File: config.mk
export PLATFORM = sky130hd
export DESIGN_NAME = serial_adder
export DESIGN_NICKNAME = d
export VERILOG_FILES = /design/src/rtl/serial_adder.sv
export SDC_FILE = /design/constraint.sdc
export NUM_CORES = 1
export LEC_CHECK = 0
export BUFFER_PORTS_ARGS = -buffer_cell sky130_fd_sc_hd__buf_2
export CORE_MARGIN = 4
export CORE_UTILIZATION = 45
export CTS_CLUSTER_DIAMETER = 40
export DETAILED_ROUTE_END_ITERATION = 16
export PLACE_DENSITY = 0.68
export SLEW_MARGIN = 20
export SYNTH_ARGS = -nofsm -noshare
export SYNTH_HDL_FRONTEND = slang
export SYNTH_SLANG_ARGS = --single-unit
File: constraint.sdc
create_clock -name clk -period 4.55 [get_ports clk]
set_clock_uncertainty 0.1 [all_clocks]
set_input_delay 0.2275 -clock clk [delete_from_list [all_inputs] [get_ports clk]]
set_output_delay 0.2275 -clock clk [all_outputs]
set_load 0.03 [all_outputs]
File: src/rtl/serial_adder.sv
// rtl/serial_adder.sv - bit-serial adder/subtractor, one full-adder cell, LSB first
module serial_adder #(
   parameter int WIDTH = 8
) (
   input  logic             clk,
   input  logic             rst,
   input  logic             start,
   input  logic [WIDTH-1:0] a,
   input  logic [WIDTH-1:0] b,
   input  logic             c_in,
   input  logic             sub,
   output logic             busy,
   output logic             done,
   output logic [WIDTH-1:0] sum,
   output logic             c_out,
   output logic             ovf
);

   localparam int CW = $clog2(WIDTH);

   typedef enum logic [1:0] {
      IDLE,
      RUN,
      DONE
   } state_t;

   state_t           state_q;
   logic [WIDTH-1:0] a_q;
   logic [WIDTH-1:0] b_q;
   logic [WIDTH-1:0] sum_q;
   logic [CW-1:0]    cnt_q;
   logic             carry_q;
   logic             busy_q;
   logic             done_q;
   logic             c_out_q;
   logic             ovf_q;

   logic             bit_a;
   logic             bit_b;
   logic             sum_bit_d;
   logic             carry_d;
   logic             last_bit;

   // The single full-adder cell: the counter selects which operand bit it sees.
   always_comb begin
      bit_a     = a_q[cnt_q];
      bit_b     = b_q[cnt_q];
      sum_bit_d = bit_a ^ bit_b ^ carry_q;
      carry_d   = (bit_a & bit_b) | (bit_a & carry_q) | (bit_b & carry_q);
      last_bit  = (cnt_q == CW'(WIDTH - 1));
   end

   always_ff @(posedge clk) begin
      if (rst) begin
         state_q <= IDLE;
         a_q     <= '0;
         b_q     <= '0;
         sum_q   <= '0;
         cnt_q   <= '0;
         carry_q <= 1'b0;
         busy_q  <= 1'b0;
         done_q  <= 1'b0;
         c_out_q <= 1'b0;
         ovf_q   <= 1'b0;
      end else begin
         case (state_q)
            IDLE, DONE: begin
               done_q <= 1'b0;
               if (start) begin
                  // Subtraction is A + ~B + 1, so B is inverted and the carry preset here.
                  a_q     <= a;
                  b_q     <= b ^ {WIDTH{sub}};
                  carry_q <= sub ? 1'b1 : c_in;
                  cnt_q   <= '0;
                  busy_q  <= 1'b1;
                  state_q <= RUN;
               end else begin
                  state_q <= IDLE;
               end
            end
            RUN: begin
               sum_q[cnt_q] <= sum_bit_d;
               carry_q      <= carry_d;
               if (last_bit) begin
                  c_out_q <= carry_d;
                  ovf_q   <= carry_q ^ carry_d;
                  busy_q  <= 1'b0;
                  done_q  <= 1'b1;
                  state_q <= DONE;
               end else begin
                  cnt_q <= cnt_q + CW'(1);
               end
            end
            default: begin
               busy_q  <= 1'b0;
               done_q  <= 1'b0;
               state_q <= IDLE;
            end
         endcase
      end
   end

   assign busy  = busy_q;
   assign done  = done_q;
   assign sum   = sum_q;
   assign c_out = c_out_q;
   assign ovf   = ovf_q;

endmodule

==> out/qor.txt, run 1 <==
status: finished clean
Max Cap Viol: 0
initial antenna violation count: 0
final-report hold violation count: 0
gr ovfl total: 0
TritonCTS clock tree: yes
IO buf count: 32
# rows: 21
root buf cell: clkbuf_4
Min Hold Slack: 0.03215 ns
area grow syn2layout: 12.44%
Vias/cell: 5.281
Die Wd: 66.67 um
Final Wtd Congestion: 0.7322
Ant. Diodes: 0
WL/cell: 13.00 um
post-route setup slack: 2.074 ns
Async SR Flop Fraction: 0%
clock latency on the worst-skew pair: 0.33 ns
detailed-route DRC error count: 0
final worst-path cycle share: 54.41%
total track usage: 15.42%
Power, Total: 565.1 uW
setup TNS: 0 ns
largest net degree at the start of global routing: 36
first-pass GRT wire length: 5161 um
share of cells above drive strength 1: 23.81%
CP peak stage delay: 0.62 ns
dpl ws: 2.064 ns
RSZ-0062 raised after global routing: no
Startpoint Class: register
via count: 1,241
max-slew violations: 0
Worst Setup Path Type: reg2reg
clk sinks: 34
Syn Nets: 188
WP data required: 4.72 ns
drt pass-1 iters: 4
crit path cell chain: mux4_2 -> mux2i_1 -> fa_1 -> a41o_1 -> nor2_1
Synth Area per Inst: 9.445 um2
DRT iter0 DRCs: 56
WP buf/inv: 0
Top FF cell, synth: dfxtp_1
reg-to-reg slack, setup: 2.07 ns
data arrival time of the worst path: 2.65 ns
synth warn: 0
power per cell area: 324.5 nW/um2
flops & latches, synth: 34
Initial Util: 46.42%
die area: 4445 um2
Post-Syn Area: 1549 um2
DIE HEIGHT: 66.67 um
Total Wirelength: 3056 um
relative slew slack: 58.57%
vias in the first global route: 1,193
CTS max path bufs: 2
core box area: 3337 um2
type of element capturing the critical path: register
dpl hpwl: 2255 um
H-tree Lvls: 2
fmax: 403.9 MHz
critical-path maximum fanout: 9
path category of the worst min-delay check: in2reg
final-stage net count: 213
minimum clock period: 2.476 ns
Crit-path slowest cell: dfxtp_1
final setup fails: 0
Num CTS Buffers: 5
total leakage power: 0.6874 nW
Post-CTS Resized: 0
actual slew at the worst max-slew pin: 0.6215 ns
Max VDD drop: 0.1976 mV
Antenna Nets Post-Route: 0
I/O pin count: 33
Distinct cells, synth: 34
Hold-fix buffers, CTS: 0
sequential-to-total area share from yosys stat: 43.94%
synthesized instance count: 164
Top Family by Delay on Critical Path: multiplexers
post-CTS setup repair buffer count: 0
CTS clock-pin slew for the worst setup and hold paths: 0.10 ns
EDFF count, synth: 0
-- state kept, by name (all words and copies together), names as in the netlist --
signal,cells
carry_q,1
b_q,8
a_q,8
sum,8
busy,1
cnt_q,3
ovf,1
done,1
c_out,1
state_q,2
-- where the power goes --
group	leakage, nW	switching, mW	internal [mW]
Combinational	0.384	0.0476	0.0404
Clock	0.0254	0.0921	0.0582
Sequential	0.278	0.0136	0.313
-- layout by cell type, fill, tap and decap left out, drive strengths merged, types with 3 or more instances in the layout --
master	netlist	routed
nor2	16	16
clkbuf	6	7
mux4	4	4
buf	9	33
nor3b	3	3
nand2	19	19
xnor2	9	9
a311oi	7	7
dfxtp	34	34
nand3	3	3
a211oi	8	8
nor2b	4	4
a21oi	21	21
-- worst min-delay path, delay by kind of cell --
family | cells | cell delay (ns)
compound gates | 1 | 0.05
simple gates | 1 | 0.04
buf+inv | 1 | 0.09
-- metrics by stage --
step | cells | utilization (%) | area (um2)
2_1_floorplan | 164 | - | 1549
3_5_place_dp | 228 | 50.84 | 1697
6_report | 235 | 52.19 | 1742
5_1_grt | 235 | 52.19 | 1742
3_3_place_gp | 228 | 50.84 | 1697
4_1_cts | 235 | 52.19 | 1742
-- per-layer routing --
layer | vias up | GRT usage (%) | wire length [um]
met1 | 562 | 18.34 | 1348
li1 | 636 | - | -
met2 | 34 | 25.00 | 1465
met3 | 9 | 4.384 | 167
met5 | - | 0 | 0
met4 | 0 | 8.122 | 74
-- worst paths after layout --
check	start	endpoint	cells after the start
max	cnt_q[0]	sum[6]	5
min reg2reg	a_q[4]	a_q[4]	2
max reg2reg	cnt_q[0]	sum[6]	5
min	a[6]	a_q[6]	3
-- cells in the mapped netlist, drive strengths merged, types with 3 or more instances --
cell,n,area [um2]
buf,9,55.04
a311oi,7,61.31
xnor2,9,78.83
a211oi,8,60.06
dfxtp,34,680.7
mux4,4,90.09
a21oi,21,105.1
nand3,3,15.01
nor2,16,60.06
nor3b,3,33.78
clkbuf,6,22.52
nand2,19,71.32
nor2b,4,27.53
-- final cells by class --
cell class | instances | area [um2]
fillers | 338 | 1595
inverters | 1 | 3.754
flip-flops and latches | 34 | 680.7
clock buffers | 7 | 45.04
well taps | 46 | 57.56
multi-input cells | 114 | 787.0
repair buffers | 33 | 167.7
-- cells by family after synthesis --
| family | count (synthesis) | share of synthesized area, % |
|---|---|---|
| buffers and inverters | 16 | 5.249 |
| multiplexers | 6 | 7.109 |
| flip-flops | 34 | 43.94 |
| XOR/XNOR | 9 | 5.089 |
| AO/OA/AOI/OAI | 45 | 19.22 |
| AND/OR/NAND/NOR | 51 | 16.48 |
| adder cells (fa/ha/maj) | 3 | 2.908 |
Note: power is estimated with default switching activity, not from simulation.
==> inputs of run 2 (changes only) <==
ABC_AREA = 1   (was default)
clock period = 2.5 ns   (was 4.55 ns; I/O delays follow)
==> run 2 against run 1 <==
Net effect:
- final area rose by 14%
- global-route usage rose by 3.2 points
- worst setup slack got worse by 1.8 ns
- power rose by 100%
- area after synthesis rose by 2.9%
- count of clock-buffer cells in the layout did not move
- synthesized cell count rose by 38%
- combinational power rose to 3.0 times the previous value
- maximum frequency rose by 11%
- highest routed layer unchanged
==> out/qor.txt, run 2 <==
largest net degree at the start of global routing: 31
RSZ-0062 raised after global routing: no
Final Wtd Congestion: 0.7899
share of cells above drive strength 1: 16.73%
most frequent cell after synthesis: nor2_1
Distinct cells, synth: 24
Register Area: 680.7 um2
drt pass-1 iters: 4
initial antenna violation count: 0
vias in the first global route: 1,449
synth warn: 0
TritonCTS clock tree: yes
fmax: 448.0 MHz
Synth area leaders: dfxtp_1, nor2_1, nand2_1
die area: 4558 um2
multi-input logic area: 790.8 um2
Syn Nets: 250
DRT iter0 DRCs: 98
Hold-fix buffers, CTS: 18
Top FF cell, synth: dfxtp_1
Async SR Flop Fraction: 0%
WL/cell: 11.45 um
Startpoint Class: register
power per cell area: 577.0 nW/um2
Synth Area per Inst: 7.053 um2
Synth area leader: dfxtp_1
Synth top area share: 42.70%
R2R cell count: 10
commonest cells after routing, fill and taps aside: nor2_1, nand2_1, dfxtp_1, buf_2, o21ai_0
flops & latches, synth: 34
clock latency on the worst-skew pair: 0.34 ns
status: finished clean
Die Wd: 67.52 um
DIE HEIGHT: 67.52 um
Initial Util: 47.03%
actual slew at the worst max-slew pin: 0.7760 ns
via count: 1,503
post-CTS setup repair buffer count: 0
H-tree Lvls: 2
area grow syn2layout: 24.80%
Post-synth top cells: nor2_1, nand2_1, dfxtp_1
relative slew slack: 48.21%
Post-Syn Area: 1594 um2
dpl ws: 0.2925 ns
WP data required: 2.64 ns
Post-CTS Resized: 0
sequential-to-total area share from yosys stat: 42.70%
most common cell after layout, fill and taps aside: nor2_1
CTS max path bufs: 2
final-report hold violation count: 0
critical-path maximum fanout: 9
type of element capturing the critical path: register
Worst Setup Path Type: reg2reg
IO buf count: 32
setup TNS: 0 ns
I/O pin count: 33
Max VDD drop: 0.3544 mV
worst flop-to-flop path endpoint: sum[2]
detailed-route DRC error count: 0
synthesized instance count: 226
max-slew violations: 0
final worst-path cycle share: 89.29%
worst setup path start: cnt_q[0]
total leakage power: 0.9164 nW
clk sinks: 34
Hold Crit Depth: 3
total track usage: 18.59%
Total Wirelength: 3674 um
CTS clock-pin slew for the worst setup and hold paths: 0.10 ns
reg-to-reg slack, setup: 0.27 ns
# rows: 21
root buf cell: clkbuf_4
Num CTS Buffers: 5
core box area: 3390 um2
Antenna Nets Post-Route: 0
final-stage net count: 299
dpl hpwl: 2393 um
minimum clock period: 2.232 ns
Worst Hold Endpoint: state_q[0]
path category of the worst min-delay check: in2reg
gr ovfl total: 0
data arrival time of the worst path: 2.37 ns
Max Cap Viol: 0
post-route setup slack: 0.2679 ns
worst reg2reg startpoint: cnt_q[0]
fillcell total: 322
Ant. Diodes: 0
EDFF count, synth: 0
Vias/cell: 4.682
hold_sp: start
first-pass GRT wire length: 6306 um
final setup fails: 0
==> run 2: worst max-delay path by stage <==
stage,to,depth (start not counted),slack (ns)
after detailed placement,sum[4],10,0.29
final,sum[2],10,0.27
after global routing,sum[0],10,0.08
after global placement,sum[4],10,0.35
after floorplan,sum[0],11,0.53
after CTS,sum[2],10,0.27
==> run 2: worst max-delay path: stages, from the launching register on <==
cell	delay, ns
dfxtp_1	0.56
buf_4	0.21
nor2_1	0.05
nor2_1	0.09
nand2_1	0.05
nand2_1	0.06
nor2_1	0.06
fa_1	0.71
nand3_1	0.12
nand2_1	0.07
nor2_1	0.05
==> run 2: kinds of logic after synthesis <==
family / count (synthesis) / share of synthesized area [%]
adders and majority gates: 3 / 2.826
DFF: 34 / 42.70
AOI/OAI and AO/OA: 45 / 14.29
xor gates and xnor gates: 8 / 4.396
buffers and inverters: 27 / 7.691
and+or+nand+nor: 109 / 28.10
==> run 2: stage by stage <==
stage	power (mW)	std cells	util (%)	hold slack, ns	instance area [um2]
4_1_cts	1.156	321	58.69	0.09153	1989
3_5_place_dp	0.8566	296	52.05	0.2494	1764
2_1_floorplan	0.7997	226	-	0.09407	1594
3_3_place_gp	0.8539	296	52.05	0.2495	1764
6_report	1.148	321	58.69	0.1111	1989
5_1_grt	1.220	321	58.69	0.1374	1989
==> run 2: layout make-up <==
cell class	instances	share of cell area [%]
Clock buffer	7	2.264
Multi-Input combinational cell	165	39.75
Timing Repair Buffer	51	17.48
Sequential cell	34	34.21
Tap cell	46	2.893
Inverter	18	3.396
==> run 2: power by group <==
part	leakage [nW]	internal [mW]	switching, mW	total, mW
Sequential	0.279	0.578	0.0248	0.603
Clock	0.0254	0.106	0.174	0.280
Combinational	0.612	0.107	0.157	0.265
Total	0.916	0.791	0.357	1.15
==> run 2: routing by layer <==
metal / GRT usage [%] / vias up / wire [um]
met4: 10.13 / 0 / 85
met1: 22.51 / 657 / 1745
li1: - / 811 / -
met5: 0 / - / 0
met3: 4.160 / 9 / 158
met2: 30.38 / 26 / 1685
